==> src/rtl/math_unit_seq_pkg.sv <==
// math_unit_pkg: shared constants for math_unit_seq.
//   - opcode encodings presented on the op port
//   - FSM state encoding (IDLE / MUL)
//   - bit positions of N/Z/C/V inside the packed flags register
package math_unit_pkg;

    localparam logic [2:0] OP_ADD = 3'b000;
    localparam logic [2:0] OP_SUB = 3'b001;
    localparam logic [2:0] OP_ADC = 3'b010;
    localparam logic [2:0] OP_SBC = 3'b011;
    localparam logic [2:0] OP_CMP = 3'b100;
    localparam logic [2:0] OP_MUL = 3'b101;

    typedef enum logic {
        S_IDLE = 1'b0,
        S_MUL  = 1'b1
    } state_t;

    localparam int FLAG_V    = 0;
    localparam int FLAG_C    = 1;
    localparam int FLAG_Z    = 2;
    localparam int FLAG_N    = 3;
    localparam int NUM_FLAGS = 4;

endpackage

==> src/rtl/math_unit_seq_if.sv <==
// math_unit_seq_if: request/response bundle between the datapath and math_unit_seq.
//   master drives: start, op, a, b
//   slave drives : ready, done, err, result, result_hi, NO, ZO, CO, VO
interface math_unit_seq_if #(
    parameter int WIDTH = 16
) ();
    logic             start;
    logic [2:0]       op;
    logic [WIDTH-1:0] a;
    logic [WIDTH-1:0] b;
    logic             ready;
    logic             done;
    logic             err;
    logic [WIDTH-1:0] result;
    logic [WIDTH-1:0] result_hi;
    logic             NO;
    logic             ZO;
    logic             CO;
    logic             VO;

    modport master (
        output start, op, a, b,
        input  ready, done, err, result, result_hi, NO, ZO, CO, VO
    );

    modport slave (
        input  start, op, a, b,
        output ready, done, err, result, result_hi, NO, ZO, CO, VO
    );
endinterface

==> src/rtl/math_unit_seq_add_sub_core.sv <==
// add_sub_core: combinational WIDTH-bit adder with optional inversion of b.
//   a, b      : operands
//   invert_b  : 1 -> add ~b (subtract when cin=1)
//   cin       : carry in
//   sum       : low WIDTH bits of a + b' + cin
//   cout      : bit WIDTH of the sum
//   ovf       : signed overflow of the addition as performed (on b')
module add_sub_core #(
    parameter int WIDTH = 16
) (
    input  logic [WIDTH-1:0] a,
    input  logic [WIDTH-1:0] b,
    input  logic             invert_b,
    input  logic             cin,
    output logic [WIDTH-1:0] sum,
    output logic             cout,
    output logic             ovf
);
    logic [WIDTH-1:0] b_eff;
    logic [WIDTH:0]   full;

    assign b_eff = invert_b ? ~b : b;
    assign full  = {1'b0, a} + {1'b0, b_eff} + {{WIDTH{1'b0}}, cin};
    assign sum   = full[WIDTH-1:0];
    assign cout  = full[WIDTH];
    assign ovf   = (a[WIDTH-1] == b_eff[WIDTH-1]) & (sum[WIDTH-1] != a[WIDTH-1]);
endmodule

==> src/rtl/math_unit_seq.sv <==
// math_unit_seq: registered add/sub/compare unit with persistent carry and a
// shift-add unsigned multiplier.
//   clk, rst : clock, asynchronous active-high reset
//   bus      : slave side of math_unit_seq_if (start/op/a/b in;
//              ready/done/err/result/result_hi/NO/ZO/CO/VO out)
//
//   state  | meaning
//   S_IDLE | ready; single-cycle ops complete here, MUL is launched here
//   S_MUL  | one shift-add iteration per clock, WIDTH iterations total
module math_unit_seq
    import math_unit_pkg::*;
#(
    parameter int WIDTH  = 16,
    parameter bit MUL_EN = 1'b1
) (
    input  logic            clk,
    input  logic            rst,
    math_unit_seq_if.slave  bus
);
    localparam int CW = $clog2(WIDTH + 1);

    state_t                 state, state_nx;
    logic [WIDTH-1:0]       res_q, res_nx;
    logic [WIDTH-1:0]       hi_q, hi_nx;
    logic [NUM_FLAGS-1:0]   flags_q, flags_nx;
    logic                   done_q, done_nx;
    logic                   err_q, err_nx;
    logic [WIDTH-1:0]       mcand_q, mcand_nx;
    logic [WIDTH-1:0]       acc_hi_q, acc_hi_nx;
    logic [WIDTH-1:0]       acc_lo_q, acc_lo_nx;
    logic [CW-1:0]          cnt_q, cnt_nx;

    logic [WIDTH-1:0]       add_a, add_b, sum;
    logic                   add_inv, add_cin, cout, ovf;
    logic [WIDTH-1:0]       prod_hi, prod_lo;
    logic [NUM_FLAGS-1:0]   arith_flags, mul_flags;
    logic                   accept;

    // The single adder serves the ALU ops in IDLE and the accumulate step in MUL.
    always_comb begin
        add_a   = bus.a;
        add_b   = bus.b;
        add_inv = 1'b0;
        add_cin = 1'b0;
        if (state == S_MUL) begin
            add_a = acc_hi_q;
            add_b = acc_lo_q[0] ? mcand_q : '0;
        end else begin
            case (bus.op)
                OP_SUB, OP_CMP: begin add_inv = 1'b1; add_cin = 1'b1;           end
                OP_ADC:         begin                 add_cin = flags_q[FLAG_C]; end
                OP_SBC:         begin add_inv = 1'b1; add_cin = flags_q[FLAG_C]; end
                default:        ;
            endcase
        end
    end

    add_sub_core #(.WIDTH(WIDTH)) u_core (
        .a        (add_a),
        .b        (add_b),
        .invert_b (add_inv),
        .cin      (add_cin),
        .sum      (sum),
        .cout     (cout),
        .ovf      (ovf)
    );

    // {carry, partial sum, multiplier} shifted right one place per iteration.
    assign prod_hi = {cout, sum[WIDTH-1:1]};
    assign prod_lo = {sum[0], acc_lo_q[WIDTH-1:1]};

    assign arith_flags[FLAG_N] = sum[WIDTH-1];
    assign arith_flags[FLAG_Z] = (sum == '0);
    assign arith_flags[FLAG_C] = cout;
    assign arith_flags[FLAG_V] = ovf;

    assign mul_flags[FLAG_N] = prod_hi[WIDTH-1];
    assign mul_flags[FLAG_Z] = ({prod_hi, prod_lo} == '0);
    assign mul_flags[FLAG_C] = |prod_hi;
    assign mul_flags[FLAG_V] = |prod_hi;

    assign accept = bus.start & (state == S_IDLE);

    always_comb begin
        state_nx  = state;
        res_nx    = res_q;
        hi_nx     = hi_q;
        flags_nx  = flags_q;
        done_nx   = 1'b0;
        err_nx    = 1'b0;
        mcand_nx  = mcand_q;
        acc_hi_nx = acc_hi_q;
        acc_lo_nx = acc_lo_q;
        cnt_nx    = cnt_q;
        case (state)
            S_IDLE: begin
                if (accept) begin
                    case (bus.op)
                        OP_ADD, OP_SUB, OP_ADC, OP_SBC: begin
                            res_nx   = sum;
                            hi_nx    = '0;
                            flags_nx = arith_flags;
                            done_nx  = 1'b1;
                        end
                        OP_CMP: begin
                            flags_nx = arith_flags;
                            done_nx  = 1'b1;
                        end
                        OP_MUL: begin
                            if (MUL_EN) begin
                                mcand_nx  = bus.b;
                                acc_lo_nx = bus.a;
                                acc_hi_nx = '0;
                                cnt_nx    = CW'(WIDTH);
                                state_nx  = S_MUL;
                            end else begin
                                done_nx = 1'b1;
                                err_nx  = 1'b1;
                            end
                        end
                        default: begin
                            done_nx = 1'b1;
                            err_nx  = 1'b1;
                        end
                    endcase
                end
            end
            S_MUL: begin
                acc_hi_nx = prod_hi;
                acc_lo_nx = prod_lo;
                cnt_nx    = cnt_q - 1'b1;
                if (cnt_q == CW'(1)) begin
                    res_nx   = prod_lo;
                    hi_nx    = prod_hi;
                    flags_nx = mul_flags;
                    done_nx  = 1'b1;
                    state_nx = S_IDLE;
                end
            end
            default: state_nx = S_IDLE;
        endcase
    end

    always_ff @(posedge clk or posedge rst) begin
        if (rst) begin
            state    <= S_IDLE;
            res_q    <= '0;
            hi_q     <= '0;
            flags_q  <= '0;
            done_q   <= 1'b0;
            err_q    <= 1'b0;
            mcand_q  <= '0;
            acc_hi_q <= '0;
            acc_lo_q <= '0;
            cnt_q    <= '0;
        end else begin
            state    <= state_nx;
            res_q    <= res_nx;
            hi_q     <= hi_nx;
            flags_q  <= flags_nx;
            done_q   <= done_nx;
            err_q    <= err_nx;
            mcand_q  <= mcand_nx;
            acc_hi_q <= acc_hi_nx;
            acc_lo_q <= acc_lo_nx;
            cnt_q    <= cnt_nx;
        end
    end

    assign bus.ready     = (state == S_IDLE);
    assign bus.done      = done_q;
    assign bus.err       = err_q;
    assign bus.result    = res_q;
    assign bus.result_hi = hi_q;
    assign bus.NO        = flags_q[FLAG_N];
    assign bus.ZO        = flags_q[FLAG_Z];
    assign bus.CO        = flags_q[FLAG_C];
    assign bus.VO        = flags_q[FLAG_V];
endmodule

==> src/flat_wrapper.sv <==
// flat-port wrapper written by rule: the top's interface ports become plain ports
module math_unit_seq_flat import math_unit_pkg::*;
#(
    parameter int WIDTH  = 16,
    parameter bit MUL_EN = 1'b1
)
  (clk, rst, bus_start, bus_op, bus_a, bus_b, bus_ready, bus_done, bus_err, bus_result, bus_result_hi, bus_NO, bus_ZO, bus_CO, bus_VO);
  math_unit_seq_if #(.WIDTH(WIDTH)) bus_i ();
  input  logic clk;
  input  logic rst;
  input wire logic [$bits(bus_i.start)-1:0] bus_start;
  input wire logic [$bits(bus_i.op)-1:0] bus_op;
  input wire logic [$bits(bus_i.a)-1:0] bus_a;
  input wire logic [$bits(bus_i.b)-1:0] bus_b;
  output wire logic [$bits(bus_i.ready)-1:0] bus_ready;
  output wire logic [$bits(bus_i.done)-1:0] bus_done;
  output wire logic [$bits(bus_i.err)-1:0] bus_err;
  output wire logic [$bits(bus_i.result)-1:0] bus_result;
  output wire logic [$bits(bus_i.result_hi)-1:0] bus_result_hi;
  output wire logic [$bits(bus_i.NO)-1:0] bus_NO;
  output wire logic [$bits(bus_i.ZO)-1:0] bus_ZO;
  output wire logic [$bits(bus_i.CO)-1:0] bus_CO;
  output wire logic [$bits(bus_i.VO)-1:0] bus_VO;
  assign bus_i.start = bus_start;
  assign bus_i.op = bus_op;
  assign bus_i.a = bus_a;
  assign bus_i.b = bus_b;
  assign bus_ready = bus_i.ready;
  assign bus_done = bus_i.done;
  assign bus_err = bus_i.err;
  assign bus_result = bus_i.result;
  assign bus_result_hi = bus_i.result_hi;
  assign bus_NO = bus_i.NO;
  assign bus_ZO = bus_i.ZO;
  assign bus_CO = bus_i.CO;
  assign bus_VO = bus_i.VO;
  math_unit_seq #(.WIDTH(WIDTH), .MUL_EN(MUL_EN)) u_core (.clk(clk), .rst(rst), .bus(bus_i));
endmodule
==> config.mk <==
export PLATFORM = sky130hd
export DESIGN_NAME = math_unit_seq_flat
export DESIGN_NICKNAME = d
export VERILOG_FILES = /design/src/rtl/math_unit_seq_pkg.sv /design/src/rtl/math_unit_seq_if.sv /design/src/rtl/math_unit_seq_add_sub_core.sv /design/src/rtl/math_unit_seq.sv /design/src/flat_wrapper.sv
export SDC_FILE = /design/constraint.sdc
export NUM_CORES = 1
export LEC_CHECK = 0
export CAP_MARGIN = 40
export CORE_MARGIN = 2
export CORE_UTILIZATION = 55
export DETAILED_ROUTE_END_ITERATION = 8
export HOLD_SLACK_MARGIN = 0.05
export PLACE_DENSITY = 0.84
export SLEW_MARGIN = 20
export SYNTH_ARGS = -nofsm -noshare
export SYNTH_HDL_FRONTEND = slang
export SYNTH_SLANG_ARGS = --single-unit
==> constraint.sdc <==
create_clock -name clk -period 4.7 [get_ports clk]
set_input_delay 1.175 -clock clk [delete_from_list [all_inputs] [get_ports clk]]
set_output_delay 1.175 -clock clk [all_outputs]
set_load 0.02 [all_outputs]
After elaboration in Yosys (flattened, before gate mapping)
Cells that the tools add are included.
{"block": "word_totals", "ff_bits": 92, "latch_bits": 0, "ramBits": 0, "rom_bits": 0, "in_bits": 38, "out_inout_bits": 39, "word_cells": 84, "mem_count": 0}
{"block": "op_classes", "add_sub_neg": 3, "multipliers": 0, "div_mod_pow": 0, "order_cmp": 0, "eq_ne": 13, "n_shift": 0, "mux": 40, "bitwise_logic": 4, "n_reduce_logical": 14}
{"op": "16-bit 2-to-1 mux", "count": 14}
{"op": "16-bit case mux with 2 select lines", "count": 4}
{"op": "32-bit logical NOT", "count": 1}
{"op": "16-bit by 16-bit adder with 17-bit output", "count": 1}
{"op": "17-bit by 1-bit adder with 17-bit output", "count": 1}
{"op": "16-bit logical NOT", "count": 1}
{"op": "16-bit NOT", "count": 1}
{"op": "16-bit OR reduction", "count": 1}
{"op": "1-bit 2-to-1 mux", "count": 12}
{"op": "4-bit 2-to-1 mux", "count": 3}
{"op": "5-bit 2-to-1 mux", "count": 2}
{"op": "5-bit case mux with 2 select lines", "count": 1}
{"op": "3-bit AND reduction", "count": 3}
{"op": "4-bit case mux with 2 select lines", "count": 1}
{"op": "3-bit by 2-bit == test with 1-bit output (second input constant)", "count": 2}
{"op": "3-bit == test (second input constant)", "count": 2}
{"op": "2-bit by 1-bit != test with 1-bit output (second input constant)", "count": 3}
{"op": "1-bit case mux with 2 select lines", "count": 3}
{"op": "6-bit OR reduction", "count": 1}
{"op": "5-bit by 1-bit == test with 1-bit output (second input constant)", "count": 1}
{"op": "5-bit OR reduction", "count": 1}
{"op": "5-bit by 1-bit subtractor with 5-bit output (second input constant)", "count": 1}
{"op": "2-bit != test (second input constant)", "count": 2}
{"op": "2-bit OR reduction", "count": 2}
{"op": "other kinds (9)", "count": 10}

Logic depth before layout (Yosys ltp)
Gate-level depths: netlist of run 1.
{"block": "depth", "word_depth": 12, "depth_mapped": 16, "depth_no_buf": 13}

Modules after synthesis
Synthesis of run 1 repeated with hierarchy kept, for this count alone.
{"block": "unflattened", "hier_cells": 556, "area_unflattened_um2": 5375.2}
{"module": "math_unit_seq", "n_inst": 1, "cells_per_inst": 409, "area_each_um2": 4247.8, "seq_area_each_um2": 2302.2}
{"module": "add_sub_core", "n_inst": 1, "cells_per_inst": 147, "area_each_um2": 1127.3, "seq_area_each_um2": 0.0}

Worst setup path before layout of run 1
OpenSTA, ideal clock, no wires.
{"block": "synth_timing", "path_kind": "input to register", "startpoint": "input port bus_op[1]", "endpoint": "register u_core.flags_q[1]", "setup_ns": 0.145, "t_arrival_ns": 4.976, "required_ns": 4.555, "path_slack_ns": -0.421, "cell_stages": 13, "n_path_buf": 0, "cell_sequence": "or3b_2 > a21oi_1 > xnor2_1 > fa_1 > fa_1 > a211o_1 > a21o_1 > a21boi_2 > a2111oi_0 > o221a_2 > a2111oi_2 > and2_1 > o221ai_1"}
{"block": "synth_via", "elab_chain_len": 10, "elab_cells_between_ends": 23, "cone_classes": "2 x add/sub; 5 x eq/ne; 9 x mux; 7 x reduce/logical"}
{"element": "start: declaration", "line": "flat_wrapper.sv:12", "source": "input wire logic [$bits(bus_i.op)-1:0] bus_op;"}
{"element": "3-bit by 1-bit == test with 1-bit output (tied with other cells)", "line": "math_unit_seq.sv:49, math_unit_seq.sv:98"}
{"element": "3-bit OR reduction (no source line)"}
{"element": "1-bit 2-to-1 mux", "line": "math_unit_seq.sv:49", "source": "case (bus.op)"}
{"element": "1-bit 2-to-1 mux", "line": "math_unit_seq.sv:45", "source": "if (state == S_MUL) begin"}
{"element": "16-bit 2-to-1 mux", "line": "math_unit_seq_add_sub_core.sv:22", "source": "assign b_eff = invert_b ? ~b : b;"}
{"element": "16-bit by 16-bit adder with 17-bit output", "line": "math_unit_seq_add_sub_core.sv:23", "source": "assign full = {1'b0, a} + {1'b0, b_eff} + {{WIDTH{1'b0}}, cin};"}
{"element": "17-bit by 1-bit adder with 17-bit output", "line": "math_unit_seq_add_sub_core.sv:23"}
{"element": "16-bit OR reduction / 4-bit 2-to-1 mux (equally long branches)", "line": "math_unit_seq.sv:79, math_unit_seq.sv:98"}
{"element": "4-bit 2-to-1 mux (on tied branches)", "line": "math_unit_seq.sv:132, math_unit_seq.sv:97"}
{"element": "4-bit case mux with 2 select lines", "line": "math_unit_seq.sv:95", "source": "case (state)"}
{"element": "end signal: assignment", "line": "math_unit_seq.sv:160", "source": "flags_q <= flags_nx;"}
{"element": "end: declaration", "line": "math_unit_seq.sv:25", "source": "logic [NUM_FLAGS-1:0] flags_q, flags_nx;"}
Several ways; a longest one is shown, not always the timed one. The select of a mux whose other input is x is not followed.
A chain may end at the register's enable or synchronous reset.

Worst setup path in the final report of run 1
{"block": "layout_timing", "startpoint": "input port bus_b[0]", "endpoint": "register u_core.flags_q[0]"}
{"block": "layout_via", "elab_chain_len": 10, "elab_cells_between_ends": 12, "cone_classes": "2 x add/sub; 1 x eq/ne; 6 x mux; 2 x bitwise; 1 x reduce/logical"}
{"element": "start: declaration", "line": "flat_wrapper.sv:14", "source": "input wire logic [$bits(bus_i.b)-1:0] bus_b;"}
{"element": "16-bit 2-to-1 mux (*)", "line": "math_unit_seq.sv:45"}
{"element": "16-bit NOT", "line": "math_unit_seq_add_sub_core.sv:22"}
{"element": "16-bit 2-to-1 mux (*)", "line": "math_unit_seq_add_sub_core.sv:22"}
{"element": "16-bit by 16-bit adder with 17-bit output (*)", "line": "math_unit_seq_add_sub_core.sv:23"}
{"element": "17-bit by 1-bit adder with 17-bit output (*)", "line": "math_unit_seq_add_sub_core.sv:23"}
{"element": "1-bit != test", "line": "math_unit_seq_add_sub_core.sv:26", "source": "assign ovf = (a[WIDTH-1] == b_eff[WIDTH-1]) & (sum[WIDTH-1] != a[WIDTH-1]);"}
{"element": "1-bit AND", "line": "math_unit_seq_add_sub_core.sv:26"}
{"element": "4-bit 2-to-1 mux", "line": "math_unit_seq.sv:98", "source": "case (bus.op)"}
{"element": "4-bit 2-to-1 mux", "line": "math_unit_seq.sv:97", "source": "if (accept) begin"}
{"element": "4-bit case mux with 2 select lines (*)", "line": "math_unit_seq.sv:95"}
Mark *: on every way between the ends. The rest lies on a longest branch, timed or not. The select of a mux whose other input is x is not followed.

==> results of run 1 <==
[placed cells by master (no fill, tap or decap), types with 4 or more instances in the layout]
master / n
a31oi_1: 7
a21oi_1: 21
inv_1: 9
a21boi_0: 8
o21a_1: 5
a22o_1: 9
clkdlybuf4s50_1: 73
nand3_1: 16
mux2i_1: 17
a21o_1: 8
buf_4: 77
nor4_1: 4
dfrtp_1: 91
nand2b_1: 6
nand2_1: 89
nor2_1: 29
mux2_2: 33
xor2_1: 5
and2_1: 6
ha_1: 18
clkbuf_8: 10
a22oi_1: 16
xnor2_1: 19
o21ai_0: 42
[Yosys cell counts (2+ instances only)]
master / number / share of area (%)
a2111o_1: 2 / 0.42
xnor2_1: 20 / 3.3
buf_1: 4 / 0.28
a2111oi_2: 2 / 0.56
or2_2: 2 / 0.24
mux2i_1: 17 / 3.2
and3_1: 3 / 0.35
a21o_1: 8 / 1.1
nand4_1: 3 / 0.35
o221ai_1: 3 / 0.49
fa_1: 2 / 0.75
o211ai_1: 2 / 0.28
nor3_1: 3 / 0.28
a21boi_0: 8 / 1.1
dfrtp_1: 92 / 43
a22o_1: 9 / 1.5
and2_1: 7 / 0.82
a31o_1: 2 / 0.33
o31ai_1: 3 / 0.42
a21oi_1: 24 / 2.3
nor2b_1: 2 / 0.24
clkbuf_1: 24 / 1.7
nand3_1: 16 / 1.5
a31oi_1: 7 / 0.82
o21a_1: 5 / 0.71
a22oi_1: 16 / 2.3
o21ai_1: 2 / 0.19
mux2_2: 33 / 7.0
nor2_1: 30 / 2.1
xor2_1: 6 / 0.99
o21ai_0: 42 / 4.0
ha_1: 18 / 4.2
buf_2: 2 / 0.19
o21bai_1: 2 / 0.28
inv_1: 10 / 0.71
or3_1: 3 / 0.35
nand2_1: 89 / 6.3
nand2b_1: 6 / 0.71
nor4_1: 5 / 0.59
[critical path: cells and delay by family]
| family | cells | cell delay, ns |
|---|---|---|
| XOR/XNOR | 1 | 0.15 |
| AO/OA/AOI/OAI | 9 | 1.97 |
| buffers and inverters | 3 | 0.77 |
| adder cells (fa/ha/maj) | 2 | 0.77 |
[routing by layer]
metal / global-route usage [%] / part of all wire (%) / vias to the layer above
met5: 0 / 0 / -
met4: 12.72 / 2.9 / 0
met3: 5.677 / 6.4 / 35
met2: 50.25 / 49 / 215
met1: 38.50 / 42 / 2343
li1: - / - / 2260
[final cells by class]
class | instances | area (µm²) | area share [%]
multi-input cells | 423 | 2973 | 41.85
flip-flops and latches | 92 | 2303 | 32.42
clock inverters | 5 | 85.08 | 1.198
inverters | 10 | 38.79 | 0.5460
clock buffers | 10 | 137.6 | 1.937
well taps | 129 | 161.4 | 2.272
repair buffers | 158 | 1405 | 19.78
[cell families after synthesis]
logic type	count (synthesis)	synth area share (%)
AND/OR/NAND/NOR	177	15.38
AO/OA/AOI/OAI	150	18.90
flip-flops	92	43.26
multiplexers	50	10.18
buffers and inverters	41	3.010
XOR/XNOR	26	4.279
adder cells (fa/ha/maj)	20	4.985
[final timing paths]
kind | startpoint | end | slack, ns | cells past startpoint
min in group asynchronous | rst | u_core.cnt_q[4]$_DFFE_PP0P_ | 1.06 | 2
max reg2reg | u_core.state$_DFF_PP0_ | u_core.flags_q[0]$_DFFE_PP0P_ | 0.63 | 13
max in group asynchronous | rst | u_core.acc_lo_q[14]$_DFFE_PP0P_ | 2.87 | 4
min reg2reg | u_core.bus.result_hi[8]$_DFFE_PP0P_ | u_core.bus.result_hi[8]$_DFFE_PP0P_ | 0.47 | 2
min | u_core.bus.result_hi[8]$_DFFE_PP0P_ | u_core.bus.result_hi[8]$_DFFE_PP0P_ | 0.47 | 2
max | bus_b[0] | u_core.flags_q[0]$_DFFE_PP0P_ | 0.12 | 15
[flip-flops by register name, summed over array words and instances (netlist names)]
| register | flops |
|---|---|
| u_core.bus.result_hi | 16 |
| u_core.acc_lo_q | 16 |
| u_core.bus.err | 1 |
| u_core.acc_hi_q | 16 |
| u_core.state | 1 |
| u_core.mcand_q | 16 |
| u_core.cnt_q | 5 |
| u_core.bus.result | 16 |
| u_core.flags_q | 4 |
| u_core.bus.done | 1 |
[per-stage QoR]
step | util, % | cell area, µm²
3_3_place_gp | 72.49 | 6761
2_1_floorplan | - | 5366
6_report | 76.16 | 7104
4_1_cts | 75.65 | 7057
5_1_grt | 76.16 | 7104
3_5_place_dp | 72.82 | 6793
[repair_timing]
action,CTS,global route
gates resized for setup,7,11
pin swaps,10,10
buffers inserted,1,2
setup endpoints to repair,5,8
==> metrics.md, run 1 <==
| Metric | Value |
|---|---|
| Slew Limit Fails | 0 |
| H-tree Lvls | 3 |
| Main synth FF type | dfrtp_1 |
| Class of the worst hold path | flop to flop |
| Capturing element type of the critical path | flop |
| GRT Resource Usage Total | 30.08% |
| Chip width | 102.4 µm |
| Final cell count without fillers | 827 |
| Placed wire-length estimate | 11.34 mm |
| Clk_skew | 0.01100 ns |
| Outcome | finished, final reports clean |
| DRT Wirelength | 15.05 mm |
| TritonCTS clock tree | built |
| Number of fillers in the final layout | 650 |
| Setup repair after global routing missed its margin | false |
| Post-synthesis cell type count | 61 |
| Number of warnings reported in the yosys synthesis log | 0 |
| Via count of the first global-routing pass | 4751 |
| Flops & latches, synth | 92 |
| Min setup slack post-route | 0.1186 ns |
| Post-synth design cell area | 0.005321 mm² |
| Number of I/O pins | 77 |
| Diode count | 0 |
| Antenna Nets Post-Route | 0 |
| Cts-stage hold buffer count | 0 |
| Cell total after placement | 809 |
| Pin count of the biggest net entering global routing | 47 |
| Last weighted congestion value of the routability-driven placer | 1.008 |
| Shortest period the worst path allows | 4.581 ns |
| Share of the cycle needed by the critical path after routing | 97.48% |
| Pre-CTS setup slack | -0.5513 ns |
| Slew at the pin closest to its max-slew limit | 0.4845 ns |
| Synth Net Count | 614 |
| Critical path data arrival time | 4.84 ns |
| Number of maximum-capacitance violations | 0 |
| Std-Cell Core Area | 0.009328 mm² |
| Number of nets in the layout | 752 |
| Final routed DRC violation total | 0 |
| Startpoint types | input pin |
| Hold violation total from the final report | 0 |
| Slowest stage cell, crit path | clkdlybuf4s50_1 |
| Post-Syn Area per Cell | 9.571 µm² |
| Global-route wire length before repair | 23.89 mm |
| Clock root cell | clkbuf_8 |
| Number of search-and-repair iterations in the first detailed-routing pass | 5 |
| Share of synthesized area occupied by flip-flops and latches | 43.26% |
| Cell breakdown of the critical path | clkdlybuf4s50_1, a22oi_1, buf_4, xnor2_2, fa_2, fa_2, a211o_1, a21o_1, a21boi_4, buf_6, a2111oi_2, o221a_2, a2111oi_4, a31o_1, a2bb2oi_1 |
| Number of vias per cell after detailed routing | 5.868 |
| Post-synth ARST share | 100.0% |
| Required time reported for the critical path endpoint | 4.96 ns |
| Final sum of negative setup slack | 0 ns |
| Total clock sinks | 92 |
| Initial antenna violation count | 0 |
| Die outline height | 102.4 µm |
| Vias | 4853 |
| Delay contributed by the slowest stage of the critical path | 0.48 ns |
| Fmax | 218.3 MHz |
| Initial detailed-routing violation count | 284 |
| Share of post-route cells with drive strength above 1 | 22.49% |
| Tightest hold margin | 0.4731 ns |
| Clock slew at the register clock pins of the worst setup and hold paths | 0.09 ns |
| Setup CP Type | input pin to flop |
| Number of CTS-inserted buffers | 9 |
| Final global-route overflow total | 0 |
| Critical-path maximum fanout | 3 |
| Number of standard cells after synthesis | 556 |
| PortBufs | 76 |
| Post-synth EDFFs | 0 |
| Area Overhead vs Synth | 33.51% |
| Die area | 0.01048 mm² |
| Number of setup violations in the final report | 0 |
| Skew-Pair Late Insertion Delay | 0.38 ns |
| Cell row count | 35 |
| Remaining max-slew budget at the tightest pin | 67.40% |
| Maximum buffer depth of the clock tree | 2 |
| Wire length per cell | 18.20 µm |
| Starting utilization of the core area | 57.05% |
| Crit path top cell by count | fa_2 |
Power of run 1 is left out: the tool's default activity adds up to more than one toggle a clock period on the data nets, which glitch-free logic cannot reach.
==> run 2: changes to the inputs <==
- CORE_UTILIZATION: 55 -> 57
- CTS_BUF_LIST: unset -> sky130_fd_sc_hd__clkbuf_8
- PLACE_DENSITY: 0.84 -> 0.86
==> metrics.md, run 2 (synthesized netlist as in run 1, its figures left out) <==
| Metric | Value |
|---|---|
| Capturing element type of the critical path | flop |
| Share of the cycle needed by the critical path after routing | 96.19% (-1.3 points) |
| Area Overhead vs Synth | 33.79% |
| Chip width | 100.6 µm (-1.7%) |
| TritonCTS clock tree | built |
| Critical path depth in cells | 15 (unchanged) |
| Starting utilization of the core area | 58.14% (+1.1 points) |
| Vias | 4887 (+0.70%) |
| Number of setup violations in the final report | 0 (unchanged) |
| Maximum buffer depth of the clock tree | 2 (unchanged) |
| Delay contributed by the slowest stage of the critical path | 0.42 ns (-0.06 ns) |
| Hold depth | 2 (unchanged) |
| Cts-stage hold buffer count | 0 (unchanged) |
| Commonest non-fill, non-tap cells in the layout | dfrtp_1 (91), nand2_1 (89), buf_4 (79) |
| Initial detailed-routing violation count | 249 (-12%) |
| Die outline height | 100.6 µm (-1.7%) |
| Number of nets in the layout | 753 (+0.13%) |
| Number of search-and-repair iterations in the first detailed-routing pass | 5 (unchanged) |
| Placed wire-length estimate | 11.49 mm (+1.3%) |
| Class of the worst hold path | flop to flop |
| Slew Limit Fails | 0 (unchanged) |
| Wire length per cell | 18.61 µm (+2.3%) |
| Initial antenna violation count | 0 (unchanged) |
| Clock slew at the register clock pins of the worst setup and hold paths | 0.09 ns (about the same) |
| DRT Wirelength | 15.08 mm (+0.19%) |
| Setup CP Type | input pin to flop |
| Hold violation total from the final report | 0 (unchanged) |
| Number of CTS-inserted buffers | 9 (unchanged) |
| Total clock sinks | 92 (unchanged) |
| Family with the most delay on the worst path | compound AO/OA/AOI/OAI gates |
| Std-Cell Core Area | 0.009153 mm² (-1.9%) |
| Cell row count | 35 (unchanged) |
| Pin count of the biggest net entering global routing | 41 (-13%) |
| Remaining max-slew budget at the tightest pin | 63.76% (-3.6 points) |
| Area of the multi-input gates | 0.003028 mm² (+1.9%) |
| Shortest period the worst path allows | 4.521 ns (-0.06032 ns) |
| H-tree Lvls | 3 (unchanged) |
| Required time reported for the critical path endpoint | 4.92 ns (-0.04 ns) |
| Number of I/O pins | 77 (unchanged) |
| GRT Resource Usage Total | 30.88% (+0.80 points) |
| Antenna Nets Post-Route | 0 (unchanged) |
| Critical path data arrival time | 4.74 ns (-0.10 ns) |
| Final global-route overflow total | 0 (unchanged) |
| Global-route wire length before repair | 24.21 mm (+1.4%) |
| Number of maximum-capacitance violations | 0 (unchanged) |
| Internal reg-to-reg setup slack | 0.51 ns (-0.12 ns) |
| Startpoint types | input pin |
| Number of fillers in the final layout | 591 (-9.1%) |
| Setup repair after global routing missed its margin | false |
| Cell area after layout | 0.007119 mm² (+0.21%) |
| Slew at the pin closest to its max-slew limit | 0.5429 ns (+0.05837 ns) |
| Clk_skew | 0.01660 ns (+0.005592 ns) |
| Diode count | 0 (unchanged) |
| Outcome | finished, final reports clean |
| Share of post-route cells with drive strength above 1 | 22.60% (+0.11 points) |
| Last weighted congestion value of the routability-driven placer | 0.9738 (-3.4%) |
| PortBufs | 76 (unchanged) |
| Cell breakdown of the critical path | dlymetal6s2s_1, or3b_4, a21oi_4, xnor2_2, fa_2, fa_2, a211o_1, a21o_1, buf_4, a21boi_4, a2111oi_4, o221a_2, a2111oi_4, and2_4, o221ai_1 |
| Via count of the first global-routing pass | 4961 (+4.4%) |
| Final routed DRC violation total | 0 (unchanged) |
| Length in cells of the worst reg-to-reg path | 16 (+3) |
| Clock root cell | clkbuf_8 |
| Area taken by flip-flops and latches | 0.002303 mm² (unchanged) |
| Instance area after placement | 0.006754 mm² (-0.57%) |
| Leading cell type in the layout, fill and taps excluded | dfrtp_1 |
| Tightest hold margin | 0.4764 ns (+0.003266 ns) |
| Fmax | 221.2 MHz (+1.3%) |
| Combined buffer and inverter count along the critical path | 2 (-1) |
| Number of vias per cell after detailed routing | 6.033 (+2.8%) |
| Skew-Pair Late Insertion Delay | 0.37 ns (about the same) |
| Slowest stage cell, crit path | or3b_4 |
| Die area | 0.01012 mm² (-3.4%) |
| Critical-path maximum fanout | 3 (unchanged) |
-- run 2: changes by cell type in the layout (fill, tap and decap cells not counted), sizes merged --
cell and delta:
buf +1, dlymetal6s2s +2, bufinv -1, clkinv +2, clkbuf -3
-- run 2: path summary, 6_finish.rpt --
check	from	endpoint
max in group asynchronous	rst	u_core.acc_hi_q[12]$_DFFE_PP0P_
worst min-delay path	u_core.bus.result_hi[8]$_DFFE_PP0P_	u_core.bus.result_hi[8]$_DFFE_PP0P_
worst max register to register	u_core.state$_DFF_PP0_	u_core.flags_q[1]$_DFFE_PP0P_
worst max-delay path	bus_op[0]	u_core.flags_q[1]$_DFFE_PP0P_
worst min register to register	u_core.bus.result_hi[8]$_DFFE_PP0P_	u_core.bus.result_hi[8]$_DFFE_PP0P_
min in group asynchronous	rst	u_core.cnt_q[3]$_DFFE_PP0P_
-- run 2: stage by stage --
step | utilization [%] | TNS, ns | cells | setup slack (ns)
final | 77.79 | 0 | 810 | 0.1789
after global routing | 77.79 | 0 | 810 | 0.07054
after CTS | 76.60 | 0 | 806 | 0.001177
after detailed placement | 73.79 | -4.213 | 790 | -0.4651
after global placement | 73.41 | -2.860 | 788 | -0.3677
after floorplan | - | 0 | 556 | 0.05494
-- run 2: repair_timing --
| item | in CTS | in global routing |
|---|---|---|
| endpoints found under the setup margin | 6 | 8 |
| buffers inserted | 1 | 4 |
| gates resized for setup | 8 | 14 |
| pin swaps | 6 | 17 |
-- run 2: layout make-up --
type | count | share of cell area [%]
clock buffers | 9 | 1.740
clock inverters | 6 | 0.9490
inverters | 10 | 0.5448
multi-input cells | 423 | 42.53
flip-flops and latches | 92 | 32.36
well taps | 111 | 1.951
repair buffers | 159 | 19.93
-- run 2: per-layer routing --
layer	vias up	GRT usage (%)	wire length [µm]
met2	197	52.05	7343
met4	0	12.33	569
li1	2271	-	-
met3	43	5.895	816
met1	2376	39.23	6348
met5	-	0	0
-- run 2: worst reg2reg max path: stages, from the launching register on --
cell,delay (ns)
dfrtp_2,0.55
and2_0,0.18
buf_4,0.23
a22oi_1,0.10
buf_4,0.16
xnor2_2,0.15
fa_2,0.40
fa_2,0.37
a211o_1,0.28
a21o_1,0.22
buf_4,0.15
a21boi_4,0.19
a2111oi_4,0.11
o221a_2,0.32
a2111oi_4,0.32
and2_4,0.21
o221ai_1,0.12
Power of run 2 is left out for the same reason.
